$ cat config.mk
export PLATFORM = sky130hd
export DESIGN_NAME = mem_req_tracker_flat
export DESIGN_NICKNAME = d
export VERILOG_FILES = /design/src/rtl/mem_req_tracker_if.sv /design/src/rtl/mem_req_tracker.sv /design/src/flat_wrapper.sv
export SDC_FILE = /design/constraint.sdc
export NUM_CORES = 1
export LEC_CHECK = 0
export BUFFER_PORTS_ARGS = -buffer_cell sky130_fd_sc_hd__buf_2
export CAP_MARGIN = 20
export CORE_AREA = 2 2 135 137
export CTS_CLUSTER_SIZE = 30
export DETAILED_ROUTE_END_ITERATION = 7
export DIE_AREA = 0 0 137 139
export PLACE_DENSITY = 0.9
export SLEW_MARGIN = 20
export SYNTH_ARGS = -nofsm -noshare
export SYNTH_HDL_FRONTEND = slang
export SYNTH_SLANG_ARGS = --single-unit
$ cat constraint.sdc
create_clock -name clock -period 7.8 [get_ports clock]
set_input_delay 1.56 -clock clock [delete_from_list [all_inputs] [get_ports clock]]
set_output_delay 1.56 -clock clock [all_outputs]
set_load 0.03 [all_outputs]
$ cat src/rtl/mem_req_tracker_if.sv
// mem_req_tracker_if: client request, memory bus and load-response signals of the tracker.
interface mem_req_tracker_if #(parameter int ID_W = 3);
    logic            req_valid;
    logic            req_is_store;
    logic [31:0]     req_addr;
    logic [63:0]     req_data;
    logic [ID_W-1:0] req_id;
    logic            req_ready;
    logic [1:0]      proc2mem_command;
    logic [31:0]     proc2mem_addr;
    logic [63:0]     proc2mem_data;
    logic [3:0]      mem2proc_response;
    logic [63:0]     mem2proc_data;
    logic [3:0]      mem2proc_tag;
    logic            resp_valid;
    logic [ID_W-1:0] resp_id;
    logic [63:0]     resp_data;
    modport master (
        output req_valid, req_is_store, req_addr, req_data, req_id,
        output mem2proc_response, mem2proc_data, mem2proc_tag,
        input  req_ready, proc2mem_command, proc2mem_addr, proc2mem_data,
        input  resp_valid, resp_id, resp_data
    );
    modport slave (
        input  req_valid, req_is_store, req_addr, req_data, req_id,
        input  mem2proc_response, mem2proc_data, mem2proc_tag,
        output req_ready, proc2mem_command, proc2mem_addr, proc2mem_data,
        output resp_valid, resp_id, resp_data
    );
endinterface

$ cat src/rtl/mem_req_tracker.sv
// mem_req_tracker: single-entry issue register feeding a tagged memory bus, with a table tracking outstanding loads.
module mem_req_tracker #(
    parameter int NUM_ENTRIES = 4,
    parameter int ID_W = 3
) (
    input  logic                           clock,
    input  logic                           reset,
    mem_req_tracker_if.slave               bus,
    output logic [$clog2(NUM_ENTRIES):0]   outstanding,
    output logic                           err_unmatched
);
    localparam int IW = $clog2(NUM_ENTRIES);
    localparam int CW = IW + 1;
    typedef enum logic [1:0] {BUS_NONE = 2'd0, BUS_LOAD = 2'd1, BUS_STORE = 2'd2} bus_cmd_e;
    logic                   issue_valid_q, issue_valid_d;
    logic                   issue_store_q, issue_store_d;
    logic [31:3]            issue_addr_q, issue_addr_d;
    logic [63:0]            issue_data_q, issue_data_d;
    logic [ID_W-1:0]        issue_id_q, issue_id_d;
    logic [NUM_ENTRIES-1:0] ent_valid_q, ent_valid_d;
    logic [3:0]             ent_tag_q [NUM_ENTRIES];
    logic [3:0]             ent_tag_d [NUM_ENTRIES];
    logic [ID_W-1:0]        ent_id_q [NUM_ENTRIES];
    logic [ID_W-1:0]        ent_id_d [NUM_ENTRIES];
    logic                   resp_valid_q, resp_valid_d;
    logic [ID_W-1:0]        resp_id_q, resp_id_d;
    logic [63:0]            resp_data_q, resp_data_d;
    logic                   err_q, err_d;
    logic [CW-1:0]          cnt_q, cnt_d;
    logic                   free_any, hit, accept, alloc, ready;
    logic [IW-1:0]          free_idx, hit_idx;
    bus_cmd_e               cmd;
    always_comb begin
        free_any = 1'b0;
        free_idx = '0;
        hit = 1'b0;
        hit_idx = '0;
        // Descending scans so the lowest matching index wins.
        for (int i = NUM_ENTRIES - 1; i >= 0; i--) begin
            if (!ent_valid_q[i]) begin
                free_any = 1'b1;
                free_idx = IW'(i);
            end
            if (ent_valid_q[i] && bus.mem2proc_tag != 4'd0 && ent_tag_q[i] == bus.mem2proc_tag) begin
                hit = 1'b1;
                hit_idx = IW'(i);
            end
        end
        cmd = !issue_valid_q ? BUS_NONE : issue_store_q ? BUS_STORE : free_any ? BUS_LOAD : BUS_NONE;
        accept = cmd != BUS_NONE && bus.mem2proc_response != 4'd0;
        alloc = accept && !issue_store_q;
        ready = !issue_valid_q && !reset;
        issue_valid_d = accept ? 1'b0 : issue_valid_q;
        issue_store_d = issue_store_q;
        issue_addr_d = issue_addr_q;
        issue_data_d = issue_data_q;
        issue_id_d = issue_id_q;
        if (bus.req_valid && ready) begin
            issue_valid_d = 1'b1;
            issue_store_d = bus.req_is_store;
            issue_addr_d = bus.req_addr[31:3];
            issue_data_d = bus.req_data;
            issue_id_d = bus.req_id;
        end
        ent_valid_d = ent_valid_q;
        ent_tag_d = ent_tag_q;
        ent_id_d = ent_id_q;
        if (hit) ent_valid_d[hit_idx] = 1'b0;
        if (alloc) begin
            ent_valid_d[free_idx] = 1'b1;
            ent_tag_d[free_idx] = bus.mem2proc_response;
            ent_id_d[free_idx] = issue_id_q;
        end
        resp_valid_d = hit;
        resp_id_d = hit ? ent_id_q[hit_idx] : resp_id_q;
        resp_data_d = hit ? bus.mem2proc_data : resp_data_q;
        err_d = err_q || (bus.mem2proc_tag != 4'd0 && !hit);
        cnt_d = cnt_q + CW'(alloc) - CW'(hit);
    end
    always_ff @(posedge clock) begin
        if (reset) begin
            issue_valid_q <= 1'b0;
            issue_store_q <= 1'b0;
            issue_addr_q <= '0;
            issue_data_q <= '0;
            issue_id_q <= '0;
            ent_valid_q <= '0;
            ent_tag_q <= '{default: '0};
            ent_id_q <= '{default: '0};
            resp_valid_q <= 1'b0;
            resp_id_q <= '0;
            resp_data_q <= '0;
            err_q <= 1'b0;
            cnt_q <= '0;
        end else begin
            issue_valid_q <= issue_valid_d;
            issue_store_q <= issue_store_d;
            issue_addr_q <= issue_addr_d;
            issue_data_q <= issue_data_d;
            issue_id_q <= issue_id_d;
            ent_valid_q <= ent_valid_d;
            ent_tag_q <= ent_tag_d;
            ent_id_q <= ent_id_d;
            resp_valid_q <= resp_valid_d;
            resp_id_q <= resp_id_d;
            resp_data_q <= resp_data_d;
            err_q <= err_d;
            cnt_q <= cnt_d;
        end
    end
    assign bus.req_ready = ready;
    assign bus.proc2mem_command = cmd;
    assign bus.proc2mem_addr = {issue_addr_q, 3'b000};
    assign bus.proc2mem_data = cmd == BUS_STORE ? issue_data_q : 64'd0;
    assign bus.resp_valid = resp_valid_q;
    assign bus.resp_id = resp_id_q;
    assign bus.resp_data = resp_data_q;
    assign outstanding = cnt_q;
    assign err_unmatched = err_q;
endmodule

$ cat src/flat_wrapper.sv
// flat-port wrapper written by rule: the top's interface ports become plain ports
module mem_req_tracker_flat 
#(
    parameter int NUM_ENTRIES = 4,
    parameter int ID_W = 3
)
  (clock, reset, outstanding, err_unmatched, bus_req_valid, bus_req_is_store, bus_req_addr, bus_req_data, bus_req_id, bus_mem2proc_response, bus_mem2proc_data, bus_mem2proc_tag, bus_req_ready, bus_proc2mem_command, bus_proc2mem_addr, bus_proc2mem_data, bus_resp_valid, bus_resp_id, bus_resp_data);
  mem_req_tracker_if #(.ID_W(ID_W)) bus_i ();
  input  logic clock;
  input  logic reset;
  output logic [$clog2(NUM_ENTRIES):0] outstanding;
  output logic err_unmatched;
  input wire logic [$bits(bus_i.req_valid)-1:0] bus_req_valid;
  input wire logic [$bits(bus_i.req_is_store)-1:0] bus_req_is_store;
  input wire logic [$bits(bus_i.req_addr)-1:0] bus_req_addr;
  input wire logic [$bits(bus_i.req_data)-1:0] bus_req_data;
  input wire logic [$bits(bus_i.req_id)-1:0] bus_req_id;
  input wire logic [$bits(bus_i.mem2proc_response)-1:0] bus_mem2proc_response;
  input wire logic [$bits(bus_i.mem2proc_data)-1:0] bus_mem2proc_data;
  input wire logic [$bits(bus_i.mem2proc_tag)-1:0] bus_mem2proc_tag;
  output wire logic [$bits(bus_i.req_ready)-1:0] bus_req_ready;
  output wire logic [$bits(bus_i.proc2mem_command)-1:0] bus_proc2mem_command;
  output wire logic [$bits(bus_i.proc2mem_addr)-1:0] bus_proc2mem_addr;
  output wire logic [$bits(bus_i.proc2mem_data)-1:0] bus_proc2mem_data;
  output wire logic [$bits(bus_i.resp_valid)-1:0] bus_resp_valid;
  output wire logic [$bits(bus_i.resp_id)-1:0] bus_resp_id;
  output wire logic [$bits(bus_i.resp_data)-1:0] bus_resp_data;
  assign bus_i.req_valid = bus_req_valid;
  assign bus_i.req_is_store = bus_req_is_store;
  assign bus_i.req_addr = bus_req_addr;
  assign bus_i.req_data = bus_req_data;
  assign bus_i.req_id = bus_req_id;
  assign bus_i.mem2proc_response = bus_mem2proc_response;
  assign bus_i.mem2proc_data = bus_mem2proc_data;
  assign bus_i.mem2proc_tag = bus_mem2proc_tag;
  assign bus_req_ready = bus_i.req_ready;
  assign bus_proc2mem_command = bus_i.proc2mem_command;
  assign bus_proc2mem_addr = bus_i.proc2mem_addr;
  assign bus_proc2mem_data = bus_i.proc2mem_data;
  assign bus_resp_valid = bus_i.resp_valid;
  assign bus_resp_id = bus_i.resp_id;
  assign bus_resp_data = bus_i.resp_data;
  mem_req_tracker #(.NUM_ENTRIES(NUM_ENTRIES), .ID_W(ID_W)) u_core (.clock(clock), .reset(reset), .bus(bus_i), .outstanding(outstanding), .err_unmatched(err_unmatched));
endmodule
After elaboration in Yosys (flattened, before gate mapping). Cells that the tools add are included.

Bits in registers: 202. Bits of input ports: 175. Output and inout port bits: 171. Word-level logic and storage cells: 100.

$add $sub $neg: 2. $lt $le $gt $ge: 7. Equal/unequal tests: 5. Mux-type cells: 37. Bitwise gates (word level): 5. Reductions and logical operators: 25.

Operators by type and width (number): 64-bit 2-to-1 mux (1); 2-bit 2-to-1 mux (10); 16-bit bitwise mux (1); 4-bit equality test (4); 1-bit logical AND (16); 1-bit 2-to-1 mux (13); 12-bit bitwise mux (1); 4-bit 2-to-1 mux (3); 3-bit 2-to-1 mux (3); 4-bit demux with 2-bit select (1); 4-bit nonzero test (2); 3-bit binary-select mux with 2-bit select (1); 3-bit demux with 2-bit select (1); 3-bit >= comparator, second input constant (2); 2-bit by 3-bit less-than comparator with 1-bit output, second input constant (2); 2-bit inverter with 3-bit output (2); 4-bit bitwise AND (1); 1-bit demux with 2-bit select (2); 2-bit by 1-bit >= comparator with 1-bit output, second input constant (2); 1-bit zero test (4); 4-bit inverter (1); 4-bit bitwise OR (1); 2-bit nonzero test (2); 3-bit by 1-bit adder with 3-bit output (1); 4 further kinds (4).

Logic depth before layout (Yosys ltp). Gate-level depths: netlist (run 1).

Depth after elaboration: 16. Depth in mapped cells: 14.

Worst setup path after synthesis (run 1). Ideal clock, no wire load.

Path type: input to register. Start: input port bus_mem2proc_tag[0]. End: register u_core.cnt_q[2], in the netlist u_core.outstanding[2]. Arrival: 4139 ps. Data required time: 7672 ps. Slack: 3533 ps. Stages on the path: 14. Path through: buf_2 -> or3_4 -> o2111a_1 -> a22oi_2 -> buf_4 -> buf_6 -> nand2_1 -> ha_1 -> inv_1 -> ha_1 -> fa_1 -> xnor2_1 -> xnor2_1 -> nor2_1.

Longest elaborated chain between the ends: 8. Elaborated cells on any way between the ends: 18. Classes of those cells: 1 x add/sub; 4 x eq/ne; 4 x mux; 9 x reduce/logical.

Ends and longest elaborated chain: start: declaration (RTL line flat_wrapper.sv:20) `input wire logic [$bits(bus_i.mem2proc_tag)-1:0] bus_mem2proc_tag;`; 4-bit nonzero test (RTL line mem_req_tracker.sv:44) `if (ent_valid_q[i] && bus.mem2proc_tag != 4'd0 && ent_tag_q[i] == bus.mem2proc_tag) begin`; 1-bit logical AND (2 in series) (RTL line mem_req_tracker.sv:44); 1-bit 2-to-1 mux (3 in series) (RTL line mem_req_tracker.sv:44); 1-bit 2-to-1 mux * (RTL line mem_req_tracker.sv:44); named net u_core.hit (RTL line mem_req_tracker.sv:30) `logic free_any, hit, accept, alloc, ready;`; 3-bit by 1-bit subtractor with 3-bit output * (RTL line mem_req_tracker.sv:78) `cnt_d = cnt_q + CW'(alloc) - CW'(hit);`; end signal: assignment (RTL line mem_req_tracker.sv:108) `cnt_q <= cnt_d;`; end: declaration (RTL line mem_req_tracker.sv:29) `logic [CW-1:0] cnt_q, cnt_d;`.

Mark *: on every way through the listed nets, which the timed path passes. The rest lies on a longest branch. A chain may end at the register's enable or synchronous reset.

Worst setup path after layout (run 1). Same ends and word-level chain as after synthesis.

==> results.toml, run 1 <==
[status]
status = "finished, final reports clean"

[synthesis]
syn_area_per_cell_sq_um = 8.35
synth_seq_area_share_pct = 47.9
ys_types = 50
yosysTopAreaCell = "dfxtp_1"
ys.flop_type = "dfxtp_1"
async_flop_share_pct = 0
syn_area_sq_um = 8450
synth_edf_count = 0
synth_seq_cells = 202
yosys-top-cells-count = "dfxtp_1 (202), o21ai_0 (132), nand2_1 (110)"
synth_cells = 1012
synth.most_common_cell = "dfxtp_1"
ys_top_cells_by_area = "dfxtp_1 (48%), o21ai_0 (7.8%), nand2b_1 (7.3%)"
synth.top_cell.area_share_pct = 47.9
yosysWarnings = 0

[place]
portBuffers = 339
dp_hpwl_um = 15600
dp_slack_ns = 3.03
place_congestion = 0.798

[clock_tree]
hold_buffers = 0
cts_sinks = 202
cts.repair.resized = 0
clk_latency_ns = 0.50
h-tree-depth = 1
clockBufferDepth = 3
cts_buffers = 22
cts_tree = "built"
root_buffer = "clkbuf_16"
post_cts_buffers = 0
clkTransAtPathRegs_ns = 0.06

[die]
fp.dieW_um = 137
start_util_pct = 47.9
rows = 49
die_area_sq_um = 19000
ios = 346
die_h_um = 139
coreArea_sq_um = 17700

[hold_path]
hold_path_class = "register to register"
hold_depth = 2

[critical_path]
crit_path_start_kind = "input pin"
crit_slowest_cell = "buf_4"
crit_required_ns = 8.13
worstRegToRegCells = 12
path_cells = "buf_2 -> or3_4 -> o2111a_1 -> a22oi_2 -> buf_4 -> nand2_1 -> ha_1 -> inv_1 -> ha_1 -> fa_1 -> xnor2_1 -> xnor2_1 -> nor2_1"
crit_arrival_ns = 4.60
crit_type = "input pin to register"
critPathCaptureType = "register"
worstPathMaxFanout = 67
max_stage_delay_ns = 0.55

[timing]
tightest_slew_ns = 1.01
slew_headroom_pct = 32.7
fin_crit_sh_pct = 54.8
maxSlewViolCount = 0
holdWs_ns = 0.448
hold_violations = 0
fmax_mhz = 234
setup_ws_ns = 3.53
setup_viol_count_final = 0
fin_skew_ns = 0.0134
min_period_ns = 4.27
rsz0062_at_grt = "no"
finalSetupTns_ns = 0

[pwr]
irDropWorstVdd_v = 0.000175
p_leak_nw = 4.87
p_per_area_nw_per_um2 = 214

[final_layout]
drive_gt1_share_pct = 29.8
utilization_pct = 61.1
num-nets-final = 1468
multi_input_area_sq_um = 3980
seqCellArea_sq_um = 4040
fillCellCount = 1446
area_delta_synth_final_pct = 27.7

[global_routing]
grt.total_usage_pct = 22.9
grt_max_degree = 112
antenna_found_initial = 2
first_global_vias = 7669
grt_pass1_wl_um = 36500
gr-total-overflow = 0

[detailed_routing]
drt-initial-drc-count = 439
post_drt_wl_per_cell_um = 15.1
drc = 0
antenna_left = 0
num_vias = 8178
drt_pre_antenna_iters = 5
vias_per_cell = 5.32
wl_um = 23200

[flow_run]
maxCapViolations = 0
-- registers in the layout (all words and copies together), names as in the netlist --
signal and cells:
u_core.issue_data_q 64, u_core.ent_tag_q 16, u_core.err_unmatched 1, u_core.issue_addr_q 29, u_core.issue_id_q 3, u_core.bus.resp_data 64, u_core.ent_id_q 12, u_core.ent_valid_q 4
u_core.issue_valid_q 1, u_core.bus.resp_valid 1, u_core.bus.resp_id 3, u_core.issue_store_q 1, u_core.outstanding 3
-- power breakdown --
part	switching, mW	internal (mW)	total, mW	leakage, nW
Combinational	0.144	0.0880	0.232	2.89
Sequential	0.0257	1.08	1.10	1.65
Clock	0.402	0.569	0.971	0.329
-- cells by family (layout without fill, tap and decap cells) --
logic type / Yosys count / count (layout) / share of synthesized area [%]
XOR/XNOR: 17 / 17 / 1.76
buffers and inverters: 105 / 396 / 5.36
flip-flops: 202 / 202 / 47.9
AO/OA/AOI/OAI: 260 / 260 / 16.8
multiplexers: 23 / 23 / 2.72
AND/OR/NAND/NOR: 401 / 401 / 24.9
adder cells (fa/ha/maj): 3 / 3 / 0.533
other: 1 / 5 / 0.0444
-- worst paths after layout --
check / start / endpoint / slack, ns
max: bus_mem2proc_tag[0] / u_core.outstanding[2]$_SDFF_PP0_ / 3.53
min: u_core.err_unmatched$_SDFF_PP0_ / u_core.err_unmatched$_SDFF_PP0_ / 0.45
max reg2reg: u_core.ent_tag_q[11]$_SDFFE_PP0P_ / u_core.outstanding[2]$_SDFF_PP0_ / 4.40
min reg2reg: u_core.err_unmatched$_SDFF_PP0_ / u_core.err_unmatched$_SDFF_PP0_ / 0.45
-- through the flow --
| step | std cells | total power, mW | area [sq um] |
|---|---|---|---|
| floorplan | 1014 | 1.27 | 8460 |
| global placement | 1495 | 1.35 | 10100 |
| detailed placement | 1495 | 1.36 | 10100 |
| CTS | 1534 | 2.32 | 10800 |
| global route | 1536 | 2.39 | 10800 |
| finish | 1536 | 2.31 | 10800 |
-- worst max-delay path, delay by kind of cell --
family                     cells  cell delay (ns)
xor gates and xnor gates       2             0.34
and+or+nand+nor                3             0.61
AOI/OAI and AO/OA              2             0.46
buffers and inverters          3             0.75
adders and majority gates      3             0.85
-- layout by cell type, fill, tap and decap left out, drive strengths merged, types with 3 or more instances in the layout --
cell type	synthesis	final
a21oi	72	72
a22oi	4	4
a311oi	3	3
and2	4	4
and3	67	67
buf	27	346
clkbuf	67	33
clkinv	0	4
conb	1	3
dfxtp	202	202
inv	11	11
mux2i	23	23
nand2	110	110
nand2b	98	98
nand3	68	68
nor2	34	34
nor3	7	7
o21ai	162	162
o311ai	4	4
or3	4	4
or4	3	3
xnor2	14	14
xor2	3	3
-- metal layers --
layer	GRT usage [%]	vias to the layer above	share of wire (%)
li1	-	4018	-
met5	0	-	0
met1	27.2	3717	39
met3	5.99	58	9.3
met4	9.33	0	3.3
met2	38.8	385	48
-- cell type report --
type	instances	area share (%)
Clock buffer	33	5.96
Multi-Input combinational cell	707	36.9
Inverter	11	0.383
Clock inverter	6	0.325
Sequential cell	202	37.5
Timing Repair Buffer	346	16.2
Tap cell	229	2.66
Antenna cell	2	0.0464
(Power assumes the default switching activity.)
==> inputs of run 2 (changes only) <==
ABC_AREA = 1   (was default)
CORE_AREA = default   (was 2 2 135 137)
CORE_UTILIZATION = 43   (was default)
DIE_AREA = default   (was 0 0 137 139)
PLACE_DENSITY = 0.86   (was 0.9)
clock period = 3.5 ns   (was 7.8 ns; I/O delays follow)
==> run 2 against run 1 <==
Net effect:
- the flow now finishes with violations (DRC)
- clock-buffer cell count down 3
- hold slack got worse by 0.058 ns
- final area down 2.3%
- first-iteration DRC count decreased by 11%
- clock power increased by 140%
- clock skew rose by 0.0021 ns
- die area up 1.6%
- non-clock buffer count increased by 4
- total power is 130% higher
- worst setup slack got worse by 2.6 ns
- area after synthesis is 4.4% lower
- largest cell class unchanged
==> results.toml, run 2 <==
[synthesis]
syn_area_sq_um = 8080
synth_seq_cells = 202
synth.most_common_cell = "dfxtp_1"
ys_top_cells_by_area = "dfxtp_1 (50%), o21ai_0 (10%), nor2_1 (8.3%)"
ys_types = 31
yosysTopAreaCell = "dfxtp_1"
synth_edf_count = 0
synth_simple_gate_area_share_pct = 22.5
synth.top_cell.area_share_pct = 50.0
synthXorXnorAreaFrac_pct = 0.108
yosysWarnings = 0
synth_cells = 1073
synth_seq_area_share_pct = 50.0
async_flop_share_pct = 0
ys.flop_type = "dfxtp_1"
synth_top_family_by_area = "simple AND/OR/NAND/NOR gates"
synthMuxAreaShare_pct = 0
yosys-top-cells-count = "dfxtp_1 (202), nor2_1 (179), o21ai_0 (163)"
synthAdderAreaFrac_pct = 0.557
syn_area_per_cell_sq_um = 7.53
synth_compound_area_share_pct = 16.5

[final_layout]
layout_common_cells = "buf_2 (339), dfxtp_1 (202), nor2_1 (179)"
num-nets-final = 1558
final_common_cell = "buf_2"
final_area_sq_um = 10500
area_delta_synth_final_pct = 30.4
drive_gt1_share_pct = 32.4

[clock_tree]
cts_buffers = 23
clk_latency_ns = 0.50
clkTransAtPathRegs_ns = 0.06
root_buffer = "clkbuf_16"
cts.repair.resized = 0
h-tree-depth = 1
hold_buffers = 0
post_cts_buffers = 0
clockBufferDepth = 3
cts_tree = "built"
cts_sinks = 202

[timing]
fin_skew_ns = 0.0155
min_period_ns = 2.60
tightest_slew_ns = 0.703
rsz0062_at_grt = "no"
setup_viol_count_final = 0
slew_headroom_pct = 53.1
fmax_mhz = 384
fin_crit_sh_pct = 74.4
hold_violations = 0
maxSlewViolCount = 0
finalSetupTns_ns = 0
holdWs_ns = 0.389

[hold_path]
holdPathEnd = "u_core.issue_addr_q[19]$_SDFFE_PP0P_"
hold_depth = 3
hp-start = "bus_req_addr[19]"
hold_path_class = "input pin to register"

[critical_path]
timing.rr.start = "u_core.ent_tag_q[8]$_SDFFE_PP0P_"
crit_arrival_ns = 1.90
crit_required_ns = 2.80
worstReg2RegEnd = "u_core.outstanding[2]$_SDFF_PP0_"
r2r_slack_ns = 1.14
crit_path_start_kind = "register"
path_cells = "nand2_2 -> buf_4 -> nor2_1 -> buf_2"
worstRegToRegCells = 15
critPathCaptureType = "primary output"
worstPathMaxFanout = 65
crit_slowest_cell = "buf_4"
max_stage_delay_ns = 0.54
crit_type = "register to primary output"

[status]
status = "finished, violations left"
violations = "DRC"

[die]
start_util_pct = 44.4
die_h_um = 139
fp.dieW_um = 139
rows = 49
ios = 346
coreArea_sq_um = 18200
die_area_sq_um = 19300

[pwr]
clkPwrFrac_pct = 43.6
power_switching_mw = 1.29
fin_total_pwr_mw = 5.29
swShare_pct = 24.4
p_per_area_nw_per_um2 = 502
p_leak_nw = 5.22
cellInternalPower_mw = 4.00
pwr-share-comb_pct = 10.1
seqPwrFrac_pct = 46.3
irDropWorstVdd_v = 0.000327

[place]
portBuffers = 339
dp_hpwl_um = 15100
placed_cell_area_sq_um = 9810
place_congestion = 0.854

[global_routing]
grt.total_usage_pct = 22.1
grt_max_degree = 164
antenna_found_initial = 3
grt_pass1_wl_um = 35600
gr-total-overflow = 0
first_global_vias = 7506

[detailed_routing]
wl_um = 21900
drc = 21
vias_per_cell = 4.91
post_drt_wl_per_cell_um = 13.5
drt_pre_antenna_iters = 8
drt-initial-drc-count = 389
num_vias = 7965
antenna_left = 0

[flow_run]
maxCapViolations = 0
## run 2: worst max-delay path, delay by kind of cell (launching register included)
family / cells / cell delay (ns)
buffers and inverters: 2 / 0.76
flip-flops: 1 / 0.36
AND/OR/NAND/NOR: 2 / 0.24
## run 2: kinds of logic after synthesis
group / count (synthesis)
compound gates: 266
xor+xnor: 1
fa+ha+maj: 3
buf+inv: 189
flops: 202
other cells: 1
simple gates: 411
## run 2: final cells by class
cell class,instances,area [sq um]
antenna,3,7.51
clock buffer,30,632
clock inverter,6,86.3
fill,1605,7670
inverter,119,454
multi-input combinational,684,3230
sequential,202,4040
tap,229,287
timing repair buffer,350,1800
## run 2: power groups by stage
stage	registers, mW	clock network, mW	logic (mW)
finish	2.45	2.31	0.533
global route	2.46	2.45	0.591
CTS	2.45	2.36	0.535
detailed placement	2.50	0	0.532
global placement	2.49	0	0.520
floorplan	2.57	0	0.256
## run 2: how the worst max path moves through the flow
stage | from | endpoint | slack, ns | cells past startpoint
6_report | u_core.issue_store_q$_SDFFE_PP0P_ | bus_proc2mem_data[42] | 0.90 | 4
5_1_grt | u_core.issue_store_q$_SDFFE_PP0P_ | bus_proc2mem_data[42] | 0.79 | 4
4_1_cts | u_core.issue_store_q$_SDFFE_PP0P_ | bus_proc2mem_data[42] | 0.85 | 4
3_5_place_dp | bus_mem2proc_tag[3] | u_core.outstanding[2]$_SDFF_PP0_ | 0.57 | 15
3_3_place_gp | bus_mem2proc_tag[3] | u_core.outstanding[2]$_SDFF_PP0_ | 0.65 | 15
2_1_floorplan | bus_mem2proc_tag[0] | u_core.outstanding[2]$_SDFF_PP0_ | 0.64 | 16
## run 2: layer usage
layer,part of all wire (%),vias up,global-route usage [%]
met5,0,-,0
met4,3.2,0,9.24
met3,7.4,54,5.80
met2,49,310,39.7
met1,40,3595,24.8
li1,-,4006,-
## run 2: per-stage QoR
step	util [%]	worst slack, ns	instances
floorplan	-	0.645	1075
global placement	53.9	0.655	1584
detailed placement	53.9	0.571	1584
CTS	57.8	0.853	1620
global route	57.9	0.788	1623
finish	57.9	0.896	1623
==> inputs of run 3 (changes only) <==
ABC_AREA = 0   (was 1)
CORE_UTILIZATION = 48   (was 43)
PLACE_DENSITY = 0.9   (was 0.86)
clock period = 2.65 ns   (was 3.5 ns; I/O delays follow)
==> run 3 against run 2 <==
Net effect:
- sequential share of layout area is 1.7 points lower
- total power is 31% higher
- global-route usage is 2.1 points higher
- non-clock buffer count is 16 higher
- largest cell class unchanged
- the run now ends clean
- sequential power is 33% higher
- clock skew is 0.0026 ns higher
- core utilization is 6.1 points higher
==> results.toml, run 3 (same netlist as run 1, synthesis figures left out) <==
[clock_tree]
h-tree-depth = 1
root_buffer = "clkbuf_16"
cts_buffers = 22
hold_buffers = 0
clk_latency_ns = 0.50
clockBufferDepth = 3
clkTransAtPathRegs_ns = 0.06
cts_tree = "built"
cts_sinks = 202

[die]
die_area_sq_um = 18100
die_h_um = 135
start_util_pct = 49.0
ios = 346
rows = 48
fp.dieW_um = 135
coreArea_sq_um = 17200

[final_layout]
layout_common_cells = "buf_2 (338), dfxtp_1 (201), o21ai_0 (132)"
final_common_cell = "buf_2"
diodes = 0
fillCellCount = 1399
drive_gt1_share_pct = 31.4
num-nets-final = 1488
area_delta_synth_final_pct = 30.6
final_area_sq_um = 11000

[critical_path]
crit_type = "register to register"
max_stage_delay_ns = 0.52
worstRegToRegCells = 11
cp_top_family = "simple AND/OR/NAND/NOR gates"
crit_path_start_kind = "register"
path_buf_inv = 1
crit_arrival_ns = 2.93
crit_required_ns = 3.00
r2r_slack_ns = 0.08
crit_slowest_cell = "or4_1"
worstPathMaxFanout = 2
path_cells = "or4_1 -> and3_4 -> a22oi_2 -> nand2_2 -> ha_1 -> inv_1 -> ha_2 -> fa_2 -> xnor2_2 -> xnor2_1 -> nor2_1"
worst-path-stages = 11
worstReg2RegEnd = "u_core.outstanding[2]$_SDFF_PP0_"
timing.rr.start = "u_core.ent_tag_q[0]$_SDFFE_PP0P_"
critPathCaptureType = "register"

[status]
status = "finished, final reports clean"

[detailed_routing]
wl_um = 23900
antenna_left = 0
post_drt_wl_per_cell_um = 15.5
vias_per_cell = 5.31
num_vias = 8208
drt-initial-drc-count = 418
drc = 0
drt_pre_antenna_iters = 5

[global_routing]
first_global_vias = 7483
grt_max_degree = 203
gr-total-overflow = 0
antenna_found_initial = 0
grt.total_usage_pct = 24.3
grt_pass1_wl_um = 36200

[timing]
fin_crit_sh_pct = 97.2
min_period_ns = 2.57
setup_viol_count_final = 0
fmax_mhz = 388
hold_violations = 0
fin_skew_ns = 0.0181
maxSlewViolCount = 0
slew_headroom_pct = 42.0
tightest_slew_ns = 0.870
finalSetupTns_ns = 0

[pwr]
fin_total_pwr_mw = 6.93
p_leak_nw = 4.99
irDropWorstVdd_v = 0.000492
p_per_area_nw_per_um2 = 628

[place]
portBuffers = 339
placed_cell_area_sq_um = 10300
dp_hpwl_um = 15500
place_congestion = 0.838

[hold_path]
hp-start = "bus_req_addr[14]"
hold_depth = 3
hold_path_class = "input pin to register"
holdPathEnd = "u_core.issue_addr_q[14]$_SDFFE_PP0P_"

[flow_run]
maxCapViolations = 0
[run 3: through the flow]
step                      util (%)  std cells  worst slack (ns)  hold WS [ns]
after global placement        59.8       1510            -0.272         0.429
after detailed placement      59.8       1510            -0.316         0.452
after CTS                     63.9       1546            0.0129         0.212
after floorplan                  -       1014            -0.489         0.445
after global routing          64.0       1547           -0.0260         0.222
final                         64.0       1547            0.0755         0.227
[run 3: how the worst max path moves through the flow]
stage / startpoint / endpoint
3_5_place_dp: bus_mem2proc_tag[2] / u_core.outstanding[2]$_SDFF_PP0_
5_1_grt: u_core.ent_tag_q[1]$_SDFFE_PP0P_ / u_core.outstanding[2]$_SDFF_PP0_
4_1_cts: u_core.ent_tag_q[1]$_SDFFE_PP0P_ / u_core.outstanding[2]$_SDFF_PP0_
3_3_place_gp: bus_mem2proc_tag[2] / u_core.outstanding[2]$_SDFF_PP0_
2_1_floorplan: bus_mem2proc_tag[2] / u_core.outstanding[2]$_SDFF_PP0_
6_report: u_core.ent_tag_q[0]$_SDFFE_PP0P_ / u_core.outstanding[2]$_SDFF_PP0_
[run 3: layer usage]
metal,track usage [%],part of all wire [%],vias up
li1,-,-,4046
met1,27.8,39,3751
met2,43.7,50,354
met3,6.27,8.8,57
met4,7.99,2.8,0
met5,0,0,-
[run 3: area by class of cell]
class / instances / area [sq um] / share of cell area (%)
flip-flops and latches: 202 / 4050 / 36.7
well taps: 225 / 282 / 2.55
inverters: 11 / 41.3 / 0.374
multi-input cells: 707 / 4010 / 36.3
clock buffers: 34 / 687 / 6.22
clock inverters: 2 / 12.5 / 0.113
repair buffers: 366 / 1960 / 17.8
[run 3: repair_timing]
item / CTS / global route
hold endpoints to repair: 0 / 0
gates resized for setup: 0 / 3
buffers inserted: 0 / 1
setup endpoints to repair: 0 / 1
[run 3: worst reg2reg max path: cells and delay by family, from the launching register on]
family	cells	cell delay, ns
flops	1	0.32
buf+inv	1	0.04
fa+ha+maj	3	0.79
simple gates	4	0.85
compound gates	1	0.16
xor+xnor	2	0.28
[run 3: report_power, final]
part / total [mW] / switching, mW / internal [mW]
Sequential: 3.26 / 0.0810 / 3.18
Combinational: 0.721 / 0.437 / 0.283
Clock: 2.95 / 1.18 / 1.77
Total: 6.93 / 1.70 / 5.23
